## config.mk

```make
export PLATFORM = sky130hd
export DESIGN_NAME = if_prefetch_unit
export DESIGN_NICKNAME = d
export VERILOG_FILES = /design/src/rtl/if_prefetch_unit.sv
export SDC_FILE = /design/constraint.sdc
export NUM_CORES = 1
export LEC_CHECK = 0
export ABC_AREA = 1
export CORE_MARGIN = 10
export CORE_UTILIZATION = 30
export DETAILED_ROUTE_END_ITERATION = 7
export PLACE_DENSITY = 0.61
export SLEW_MARGIN = 15
export SYNTH_ARGS = -nofsm -noshare
export SYNTH_HDL_FRONTEND = slang
export SYNTH_SLANG_ARGS = --single-unit
```

## constraint.sdc

```tcl
create_clock -name clk -period 10.4 [get_ports clk]
set_clock_uncertainty 0.1 [all_clocks]
set_input_delay 2.08 -clock clk [delete_from_list [all_inputs] [get_ports clk]]
set_output_delay 2.08 -clock clk [all_outputs]
set_load 0.005 [all_outputs]
```

## src/rtl/if_prefetch_unit.sv

```systemverilog
// Instruction-fetch stage: owns the fetch PC and drives the combinational IM.
// Fetched {pc, instr} pairs are queued and handed to ID through a valid/ready handshake.
module if_prefetch_unit #(
    parameter int               WIDTH    = 32,
    parameter logic [WIDTH-1:0] RESET_PC = 32'h0000_3000,
    parameter int               DEPTH    = 4,
    parameter int               PC_STEP  = 4
) (
    input  logic                         clk,
    input  logic                         reset,
    input  logic                         fetch_en,
    input  logic                         redirect,
    input  logic [WIDTH-1:0]             redirect_pc,
    output logic [WIDTH-1:0]             imem_addr,
    input  logic [31:0]                  imem_rdata,
    output logic                         out_valid,
    input  logic                         out_ready,
    output logic [WIDTH-1:0]             out_pc,
    output logic [31:0]                  out_instr,
    output logic [$clog2(DEPTH+1)-1:0]   count
);
    localparam int CW = $clog2(DEPTH + 1);
    localparam int PW = $clog2(DEPTH);
    localparam logic [CW-1:0] DEPTH_C = CW'(DEPTH);

    typedef struct packed {
        logic [WIDTH-1:0] pc;
        logic [31:0]      instr;
    } entry_t;

    entry_t [DEPTH-1:0] mem;
    logic   [WIDTH-1:0] fetch_pc;
    logic   [PW-1:0]    rd_ptr;
    logic   [PW-1:0]    wr_ptr;
    logic   [WIDTH-1:0] redirect_tgt;
    logic               push;
    logic               pop;

    assign imem_addr    = fetch_pc;
    assign out_valid    = (count != '0);
    assign out_pc       = mem[rd_ptr].pc;
    assign out_instr    = mem[rd_ptr].instr;
    assign redirect_tgt = redirect_pc & ~WIDTH'(3);

    // A full queue may still accept a fetch when the head leaves in the same cycle.
    assign pop  = out_valid & out_ready;
    assign push = fetch_en & ~redirect & ((count < DEPTH_C) | pop);

    always_ff @(posedge clk) begin
        if (reset) begin
            fetch_pc <= RESET_PC;
            rd_ptr   <= '0;
            wr_ptr   <= '0;
            count    <= '0;
        end else if (redirect) begin
            // The head handshake (if any) is consumed by ID; everything else is dropped.
            fetch_pc <= redirect_tgt;
            rd_ptr   <= '0;
            wr_ptr   <= '0;
            count    <= '0;
        end else begin
            if (push) begin
                wr_ptr   <= wr_ptr + PW'(1);
                fetch_pc <= fetch_pc + WIDTH'(PC_STEP);
            end
            if (pop)
                rd_ptr <= rd_ptr + PW'(1);
            case ({push, pop})
                2'b10:   count <= count + CW'(1);
                2'b01:   count <= count - CW'(1);
                default: count <= count;
            endcase
        end
    end

    // Storage carries no reset; out_valid masks stale entries.
    always_ff @(posedge clk) begin
        if (push && !reset)
            mem[wr_ptr] <= '{pc: fetch_pc, instr: imem_rdata};
    end
endmodule

```

# Word level (Yosys, flattened, before mapping)
# Cells that the tools add are included.
# W data, S select, Z words.
# totals
reg_bits	295
in_bits	69
out_inout_bits	100
word_cells	44
# op_classes
n_addsub	5
magnitude_cmp	4
eq_ne	2
mux	8
bitwise_logic	5
n_reduce_logical	7
# op_table
operator	n
$bwmux W256	1
$bmux W64 S2	1
$demux W64 S2	1
$mux W64	2
$mux W32	2
$add A32 B3 Y32 const B	1
$lt A2 B3 Y1 const B	2
$pmux W3 S2	1
$add A2 B1 Y2 const B	2
$reduce_bool A2 Y1	2
$add A3 B1 Y3 const B	1
$and A1 B1 Y1	3
$lt A3 B3 Y1 const B	1
$reduce_bool A3 Y1	1
$sub A3 B1 Y3 const B	1
$eq A2 B1 Y1 const B	1
$eq A2 B2 Y1 const B	1
$ge A2 B1 Y1 const B	1
$logic_and A1 B1 Y1	2
$reduce_or A2 Y1	1
$logic_not A1 Y1	1
$not A1 Y1	1
$or A1 B1 Y1	1

# Depth between registers and ports, before layout
# depth
word_depth	6
depth_mapped	11
depth_no_buf	10

# Least setup slack after synthesis
# Ideal clock, no wire load.
# synth_timing
kind	input port to flip-flop
start	input port redirect
end	register mem[0] in the netlist's numbering (enable)
setup_ns	0.482
t_arrival_ns	5.303
required_ns	9.818
path_slack_ns	4.515
stages	6
n_path_buf	1
path_cell_list	buf_2 > nor2_4 > inv_2 > nor2_8 > inv_2 > nor2_1
# synth_via
elab_chain_len	4
# synth_rtl
element	line_no	rtl
start: declaration	12	input logic redirect,
$not A1 Y1	47	assign push = fetch_en & ~redirect & ((count < DEPTH_C) | pop);
$and A1 B1 Y1 (2 in series)	47	
$logic_and A1 B1 Y1	78	if (push && !reset)
end signal: indexed assignment	79	mem[wr_ptr] <= '{pc: fetch_pc, instr: imem_rdata};
end: declaration	31	entry_t [DEPTH-1:0] mem;
# Every way passes these cells.
# A chain may end at the register's enable or synchronous reset.

# Worst setup path in the final report
# layout_timing
start	register rd_ptr[0]
end	output port out_pc[11]
# layout_via
elab_chain_len	2
# layout_rtl
element	line_no	rtl
start: declaration	33	logic [PW-1:0] rd_ptr;
start signal: assignment	67	rd_ptr <= rd_ptr + PW'(1);
$bmux W64 S2	41	assign out_pc = mem[rd_ptr].pc;
$mux W64	-	
end: declaration	18	output logic [WIDTH-1:0] out_pc,
# Every way passes these cells. The select of a mux whose other input is x is not followed.

==> results.cfg <==
[sta]
period_share_pct = 51.95
fin_hold_ws_ns = 0.3828
tns_ns = 0
max_freq_mhz = 185.1
drv_slew = 0
hold_viol = 0
min_period_ns = 5.402
rsz0062_at_grt = false
slew_headroom_pct = 31.19
setup_viol = 0
worst_pin_slew_ns = 1.032

[floorplanning]
die_h_microns = 216.9
io_pins = 169
rows = 72
dieArea_sq_mm = 0.04702
die_w_microns = 216.9
core_sq_mm = 0.03847
start_util_pct = 30.22

[yosys]
synth_top_area_share_pct = 64.06
synth_most_common_cell = edfxtp_1
synth.area.top_cells = edfxtp_1 (64%), o21ai_0 (6.5%), dfxtp_1 (6.4%)
synth_top_cell_by_area = edfxtp_1
yosys.cell_types.count = 38
avgSynthCellArea_sq_um = 11.62
ys_seq_area_share_pct = 70.43
synthTopCellsByCount = edfxtp_1 (248), nor2_1 (164), o21ai_0 (150)
synthesis.area_sq_mm = 0.01162
synth_edf_count = 248
netlist_instances = 1000
synth_seq_cells = 285
synth_warnings = 0
synthArstFlopShare_pct = 0
ys.flop_type = edfxtp_1

[worst_setup_path]
r2r-end = mem[19]$_DFFE_PP_
startpoint = rd_ptr[0]$_SDFFE_PP0P_
path_buf_inv = 3
path_cells = inv_4, buf_4, o21ai_0, o22ai_1, clkdlybuf4s50_1
crit_path_max_fanout = 94
ff2ff_path_depth = 7
crit_slowest_cell = buf_4
cp-start-kind = flop
path_class = flop to primary output
path_delay_family = buffers and inverters
reg2reg_slack_ns = 7.68
end_kind = primary output
crit_required_ns = 8.22
worstReg2RegStart = count[2]$_SDFFE_PP0P_
cpPeakStageDelay_ns = 0.80
critical_path_arrival_ns = 3.22

[route]
drtAntennaViolNets = 0
wirelength_mm = 30.40
wl_per_cell_microns = 17.91
drt_iter0_markers = 513
drc = 0
routed_via_density = 4.718
vias = 8007
first_pass_iters = 5

[final_layout]
fin_area_sq_mm = 0.01490
nets = 1231
final_cells = 1697
diodes = 0
layout-drive-gt1-share_pct = 7.888
syn_to_final_growth_pct = 28.20

[clock_tree]
clockBufferDepth = 3
clockRootBuffer = clkbuf_16
clock_latency_ns = 0.56
cts.sinks = 285
ctsResizeCount = 0
clkTransAtPathRegs_ns = 0.06
cts_setup_buffers = 0
h-tree-depth = 1
cts_buffers = 31
cts_tree = built
cts_hold_buf = 0

[worst_hold_path]
hold_path.class = flop to flop
min_from = count[0]$_SDFFE_PP0P_
min_to = count[0]$_SDFFE_PP0P_
min_delay_path_depth = 1

[global_route]
grt-busiest-layer = met2
gr-usage-met2_pct = 20.42
antenna_found_initial = 0
grt_pass1_wl_mm = 46.27
grt_max_degree = 98
grt_use_met1_pct = 15.97
grt_overflow = 0
grt_usage_pct = 12.43
first_global_vias = 7824
use_met3_pct = 2.940

[power_and_ir_drop]
power_mw = 2.625
p_leak_nw = 5.027
ir_drop_uv = 121.2
power_density_mw_per_mm2 = 176.2

[placement]
placed_cells_incl_taps = 1640
hpwl_mm = 18.39
placement.io_buffers = 162
gp_congestion = 0.8292
post_dp_cell_area_sq_mm = 0.01378

[outcome]
status = finished clean

[run]
cap_violations = 0
-- per-layer routing --
metal | routed length, microns | part of all wire [%] | up-vias
met5 | 0 | 0 | -
met1 | 13680 | 45 | 3859
li1 | - | - | 3880
met2 | 14170 | 47 | 215
met3 | 1809 | 6.0 | 53
met4 | 736 | 2.4 | 0
-- worst max path at each step --
stage                              to  slack, ns  cells after the start
global placement    mem[10]$_DFFE_PP_       5.38                      7
detailed placement  mem[29]$_DFFE_PP_       5.36                      7
floorplan            mem[0]$_DFFE_PP_       4.51                      6
finish                     out_pc[11]       5.00                      5
CTS                        out_pc[28]       4.90                      5
global route               out_pc[15]       4.72                      5
-- worst register-to-register path: cells and delay by family, from the launching register on --
kind | cells | cell delay (ns)
buffers and inverters | 4 | 1.37
flip-flops | 1 | 0.33
AND/OR/NAND/NOR | 2 | 0.32
AO/OA/AOI/OAI | 1 | 0.15
-- stage by stage --
step | utilization [%] | setup WS (ns)
3_5_place_dp | 35.83 | 5.362
2_1_floorplan | - | 4.515
4_1_cts | 38.74 | 4.897
3_3_place_gp | 35.83 | 5.380
6_report | 38.74 | 4.998
5_1_grt | 38.74 | 4.724
-- report_power, final --
group / switching, mW / total, mW / internal [mW]
clock network: 0.459 / 1.18 / 0.724
logic: 0.0735 / 0.150 / 0.0762
registers: 0.0278 / 1.29 / 1.26
-- placed cells by master, fill, tap and decap left out, drive strengths merged --
cell / Yosys / final
clkinvlp: 0 / 5
nand4: 4 / 4
nand2: 120 / 120
clkinv: 2 / 11
xnor2: 4 / 4
o22ai: 62 / 62
conb: 1 / 4
a22oi: 1 / 1
o211ai: 1 / 1
o21ai: 158 / 158
buf: 18 / 10
bufinv: 0 / 7
inv: 53 / 58
nand3b: 3 / 3
and3: 1 / 1
a21oi: 23 / 23
o21bai: 3 / 3
clkdlybuf4s50: 0 / 162
a22o: 2 / 2
o31ai: 1 / 1
xor2: 4 / 4
edfxtp: 248 / 248
fa: 1 / 1
ha: 6 / 6
nand3: 29 / 29
nor3: 3 / 3
dfxtp: 37 / 37
a31oi: 4 / 4
nor2: 174 / 174
clkbuf: 35 / 31
or2: 2 / 2
-- cells by family (layout without fill, tap and decap cells) --
family	after synthesis	count (layout)	share of synthesized area (%)
buffers and inverters	108	284	3.799
flip-flops	285	285	70.43
adder cells (fa/ha/maj)	7	7	0.8180
AO/OA/AOI/OAI	255	255	11.88
XOR/XNOR	8	8	0.6027
other	1	4	0.03226
AND/OR/NAND/NOR	336	336	12.43
-- registers in the layout (all words and copies together) (netlist names) --
signal	cells
mem	248
imem_addr	30
count	3
rd_ptr	2
wr_ptr	2
-- layout make-up --
cell class / count / area, sq um
Tap cell: 518 / 648.1
Multi-Input combinational cell: 610 / 3037
Inverter: 55 / 209.0
Clock inverter: 26 / 344.1
Sequential cell: 285 / 8193
Fill cell: 3693 / 23560
Clock buffer: 31 / 775.7
Timing Repair Buffer: 172 / 1697
Power figures use the tool's default switching activity.
==> variant 1 (same flow settings) <==
Register the output `count` once more; this adds one clock of latency there. The other outputs are not delayed to match.
--- a/src/rtl/if_prefetch_unit.sv
+++ b/src/rtl/if_prefetch_unit.sv
@@ -28,6 +28,8 @@
         logic [31:0]      instr;
     } entry_t;
 
+    logic [$clog2(DEPTH+1)-1:0] count_s0;
+
     entry_t [DEPTH-1:0] mem;
     logic   [WIDTH-1:0] fetch_pc;
     logic   [PW-1:0]    rd_ptr;
@@ -37,27 +39,27 @@
     logic               pop;
 
     assign imem_addr    = fetch_pc;
-    assign out_valid    = (count != '0);
+    assign out_valid    = (count_s0 != '0);
     assign out_pc       = mem[rd_ptr].pc;
     assign out_instr    = mem[rd_ptr].instr;
     assign redirect_tgt = redirect_pc & ~WIDTH'(3);
 
     // A full queue may still accept a fetch when the head leaves in the same cycle.
     assign pop  = out_valid & out_ready;
-    assign push = fetch_en & ~redirect & ((count < DEPTH_C) | pop);
+    assign push = fetch_en & ~redirect & ((count_s0 < DEPTH_C) | pop);
 
     always_ff @(posedge clk) begin
         if (reset) begin
             fetch_pc <= RESET_PC;
             rd_ptr   <= '0;
             wr_ptr   <= '0;
-            count    <= '0;
+            count_s0 <= '0;
         end else if (redirect) begin
             // The head handshake (if any) is consumed by ID; everything else is dropped.
             fetch_pc <= redirect_tgt;
             rd_ptr   <= '0;
             wr_ptr   <= '0;
-            count    <= '0;
+            count_s0 <= '0;
         end else begin
             if (push) begin
                 wr_ptr   <= wr_ptr + PW'(1);
@@ -66,9 +68,9 @@
             if (pop)
                 rd_ptr <= rd_ptr + PW'(1);
             case ({push, pop})
-                2'b10:   count <= count + CW'(1);
-                2'b01:   count <= count - CW'(1);
-                default: count <= count;
+                2'b10:   count_s0 <= count_s0 + CW'(1);
+                2'b01:   count_s0 <= count_s0 - CW'(1);
+                default: count_s0 <= count_s0;
             endcase
         end
     end
@@ -78,5 +80,9 @@
         if (push && !reset)
             mem[wr_ptr] <= '{pc: fetch_pc, instr: imem_rdata};
     end
+    always_ff @(posedge clk) begin
+        count <= count_s0;
+    end
+
 endmodule
 
Function: changed (a bounded check fails within 4 cycles, from zero or initial values and one cycle with reset high).
==> variant 1 against the unedited design <==
Clock power up 6%; routed wire length up 3.7%; area after synthesis up 0.52%; via count up 0.54%; worst hold slack worse by 0.10 ns; count of clock-buffer cells in the layout up 9; setup slack worse by 0.050 ns; non-clock buffer count unchanged; sequential cell count up 3; final area up 0.88%; largest power group unchanged; power up 3.2%; critical path type unchanged; die area up 0.47%.
==> variant 1: results (changes against the unedited design) <==
OUTCOME='completed'
ROUTEDWLPERCELL_UM=18.53  # +3.4%
CRITICAL-PATH-MAX-STAGE-DELAY_NS=0.58  # -0.22 ns
INITIALDRTVIOLATIONCOUNT=509  # -0.78%
HOLD_PATH.STARTPOINT='count_s0[2]'
PATH_MAX_FANOUT=63  # -33%
PIN_COUNT_OF_THE_BIGGEST_NET_ENTERING_GLOBAL_ROUTING=95  # -3.1%
HOLD_WS_NS=0.2787  # -0.1041 ns
CRIT_END='out_instr[21]'
HTREEDEPTH=2  # +1
VIA_COUNT_OF_THE_FIRST_GLOBAL_ROUTING_PASS=8194  # +4.7%
DPL-INSTANCE-AREA_UM2=13840  # +0.38%
GLOBALROUTETOTALUTIL_PCT=13.19  # +0.76 points
DRIVE_ABOVE_1_SHARE_PCT=7.517  # -0.37 points
LAYOUTNONFILLERINSTCOUNT=1702  # +0.29%
MIN_DELAY_PATH_DEPTH=0  # -1
MAPPED_CELLS=1003  # +0.30%
FINAL_NET_COUNT=1237  # +0.49%
R2R_SETUP_SLACK_NS=7.25  # -0.43 ns
GRT_FIRST_PASS_WIRELENGTH_UM=48660  # +5.2%
GP_ROUTABILITY_CONGESTION=0.8382  # +1.1%
SYNTH-MAIN-FF-CELL='edfxtp_1'
TOTAL_CTS_BUFFERS=34  # +9.7%
WORST_R2R_STARTPOINT='count_s0[2]'
HOLD-PATH-ENDPOINT='count[2]'
FILL_CELLS=3736  # +1.2%
DRTPASS1ITERATIONS=7  # +2
CRIT_SLOWEST_CELL='clkdlybuf4s50_1'
WORSTSETUPSTARTPOINT='rd_ptr[1]'
FINAL.PERIOD_UTILIZATION_PCT=52.43  # +0.48 points
POST_CTS_SIZING_COUNT=0  # unchanged
DP_HPWL_UM=19360  # +5.3%
DETAIL_ROUTE.VIAS_PER_CELL=4.730  # +0.24%
REG2REG_TO='mem[89]'
CRITICAL_PATH_ARRIVAL_NS=3.27  # +0.05 ns
variant 1: final cells by class:
class	instances	area (um^2)	area share, %
clock buffers	40	904.6	6.017
clock inverters	19	274.0	1.823
inverters	55	209.0	1.390
multi-input cells	610	3037	20.20
flip-flops and latches	288	8253	54.89
well taps	518	648.1	4.311
repair buffers	172	1709	11.37
variant 1: where the power goes:
group | switching [W] | internal, W | total (W)
sequential | 0.0000281 | 0.00128 | 0.00131
combinational | 0.0000732 | 0.0000766 | 0.000150
clock | 0.000459 | 0.000795 | 0.00125
total | 0.000560 | 0.00215 | 0.00271
variant 1: cell families (layout without fill, tap and decap cells):
group           Yosys count  after routing  synth area share [%]
flops                   288            288                 70.59
buf+inv                 108            286                 3.780
other cells               1              4               0.03209
xor+xnor                  8              8                0.5996
fa+ha+maj                 7              7                0.8138
compound gates          255            255                 11.82
simple gates            336            336                 12.37
variant 1: metal layers:
metal	GRT usage (%)	part of all wire (%)
met2	21.55	48
met4	4.218	1.6
met5	0	0
met3	3.578	6.6
met1	16.66	44
==> variant 2 (config.mk and constraints unchanged) <==
Without the edit above. The parameter `DEPTH` goes from 4 to 2.
--- a/src/rtl/if_prefetch_unit.sv
+++ b/src/rtl/if_prefetch_unit.sv
@@ -3,7 +3,7 @@
 module if_prefetch_unit #(
     parameter int               WIDTH    = 32,
     parameter logic [WIDTH-1:0] RESET_PC = 32'h0000_3000,
-    parameter int               DEPTH    = 4,
+    parameter int               DEPTH    = 2,
     parameter int               PC_STEP  = 4
 ) (
     input  logic                         clk,
Interface: changed (resized count); port bits go from 169 to 168. The function was not compared with the original's and may differ.
==> variant 2 against the unedited design <==
Global-route usage grew 0.14 points; final cell count shrank 29%; sequential share of layout area shrank 8.7 points; setup slack gained 0.43 ns; power shrank 44%; area after synthesis shrank 40%; sequential power shrank 44%; sequential cell count shrank 127; final area shrank 36%; combinational power shrank 17%; first-iteration DRC count shrank 41%; critical path type is now primary input to flop; synthesized cell count shrank 28%; routed wire length shrank 38%.
==> variant 2: results (changes against the unedited design) <==
OUTCOME='completed'
CRITICAL_PATH_ARRIVAL_NS=4.93  # +1.71 ns
FILL_CELLS=2197  # -41%
INITIALDRTVIOLATIONCOUNT=303  # -41%
MAX_SLEW_MARGIN_PCT=43.24  # +12 points
NET-SWITCHING-POWER_W=0.0003460  # -38%
P_CLK_W=0.000617  # -48%
YS_SEQ_AREA_SHARE_PCT=62.96  # -7.5 points
GP_ROUTABILITY_CONGESTION=0.7703  # -7.1%
DETAIL_ROUTE.VIAS_PER_CELL=4.285  # -9.2%
SYNTHTOPCELLSBYCOUNT='309 x nand2_1, 124 x edfxtp_1, 54 x inv_1, 36 x nand3_1, 34 x dfxtp_1'
IRDROPWORSTVDD_mV=0.06657  # -45%
VIA_COUNT_OF_THE_FIRST_GLOBAL_ROUTING_PASS=4998  # -36%
CRIT_SLOWEST_CELL='nor2_4'
FINAL-SEQ-AREA_UM2=4405  # -46%
PIN_COUNT_OF_THE_BIGGEST_NET_ENTERING_GLOBAL_ROUTING=64  # -35%
CRITICAL-PATH-MAX-STAGE-DELAY_NS=0.69  # -0.11 ns
DRTPASS1ITERATIONS=4  # -1
CTS.PATH.MAX_BUFFERS=2  # -1
FINAL_NET_COUNT=956  # -22%
CLKLATENCYLATEPIN_NS=0.43  # -0.13 ns
DETAILEDPLACE.WORSTSLACK_NS=4.909  # -0.4529 ns
DRIVE_ABOVE_1_SHARE_PCT=11.36  # +3.5 points
FINAL.SIGNAL_INVERTER_COUNT=61  # +11%
SIGNAL_BUFFERS=168  # -2.3%
LARGEST_REG_FLOPS=124  # -50%
MULTIINPUTGATEAREA_UM2=2241  # -26%
MULTI_INPUT_GATES=479  # -21%
PORT_BUFFERS=161  # -0.62%
TOTAL_VIAS_IN_THE_FINAL_ROUTE=5189  # -35%
CELLS_TAKING_THE_MOST_AREA_AFTER_SYNTHESIS='edfxtp_1 53%, nand2_1 17%, dfxtp_1 9.7%'
HTREEDEPTH=4  # +3
LAYOUT.BUFFER.NONCLOCK.AREA_SHARE_PCT=17.48  # +6.1 points
SEQUENTIAL_CELL_TOTAL=158  # -45%
MAPPED_CELLS=722  # -28%
YOSYS.CELL_TYPES.COUNT=31  # -18%
PATH_MAX_FANOUT=36  # -62%
TOTAL_CTS_BUFFERS=17  # -45%
SEQ_POWER_W=0.000716  # -44%
TOTAL_LEAKAGE_POWER_nW=3.540  # -30%
-- variant 2: cell types whose count changed after synthesis, sizes merged, moves of 4 or more --
cell    unedited run  this run
a21oi             23        27
buf               18        11
clkbuf            35        16
edfxtp           248       124
ha                 6         2
inv               53        61
nand2            120       314
nand3             29        36
nand4              4         0
nor2             174        46
o21ai            158        28
o22ai             62         0
-- variant 2: routing by layer --
layer | up-vias | share of wire (%) | wire length (um) | track usage [%]
li1 | 2673 | - | - | -
met3 | 13 | 5.8 | 1097 | 4.160
met5 | - | 0 | 0 | 0
met4 | 0 | 1.1 | 211 | 3.629
met1 | 2385 | 45 | 8523 | 15.52
met2 | 118 | 48 | 9064 | 20.52
-- variant 2: path summary, 6_finish.rpt --
path | startpoint | endpoint | slack (ns) | cells after the start
min | wr_ptr | wr_ptr | 0.40 | 2
max | redirect | mem[31] | 5.43 | 8
max reg2reg | count[1] | mem[31] | 7.28 | 8
min reg2reg | wr_ptr | wr_ptr | 0.40 | 2
-- variant 2: critical path: cells and delay by family --
family	cells	cell delay (ns)
buf+inv	5	1.77
simple gates	3	1.01
-- variant 2: stage by stage --
| stage | instance area, um^2 | hold WS (ns) |
|---|---|---|
| 6_report | 9519 | 0.3983 |
| 5_1_grt | 9519 | 0.4394 |
| 4_1_cts | 9519 | 0.3972 |
| 3_5_place_dp | 8931 | 0.3733 |
| 3_3_place_gp | 8931 | 0.3537 |
| 2_1_floorplan | 7007 | 0.3451 |
-- variant 2: kinds of logic after synthesis --
kind of cell | Yosys count | synth area share, %
flops | 158 | 62.96
compound gates | 63 | 6.278
fa+ha+maj | 2 | 0.3577
xor+xnor | 9 | 1.127
simple gates | 401 | 23.88
buf+inv | 88 | 5.348
other cells | 1 | 0.05361
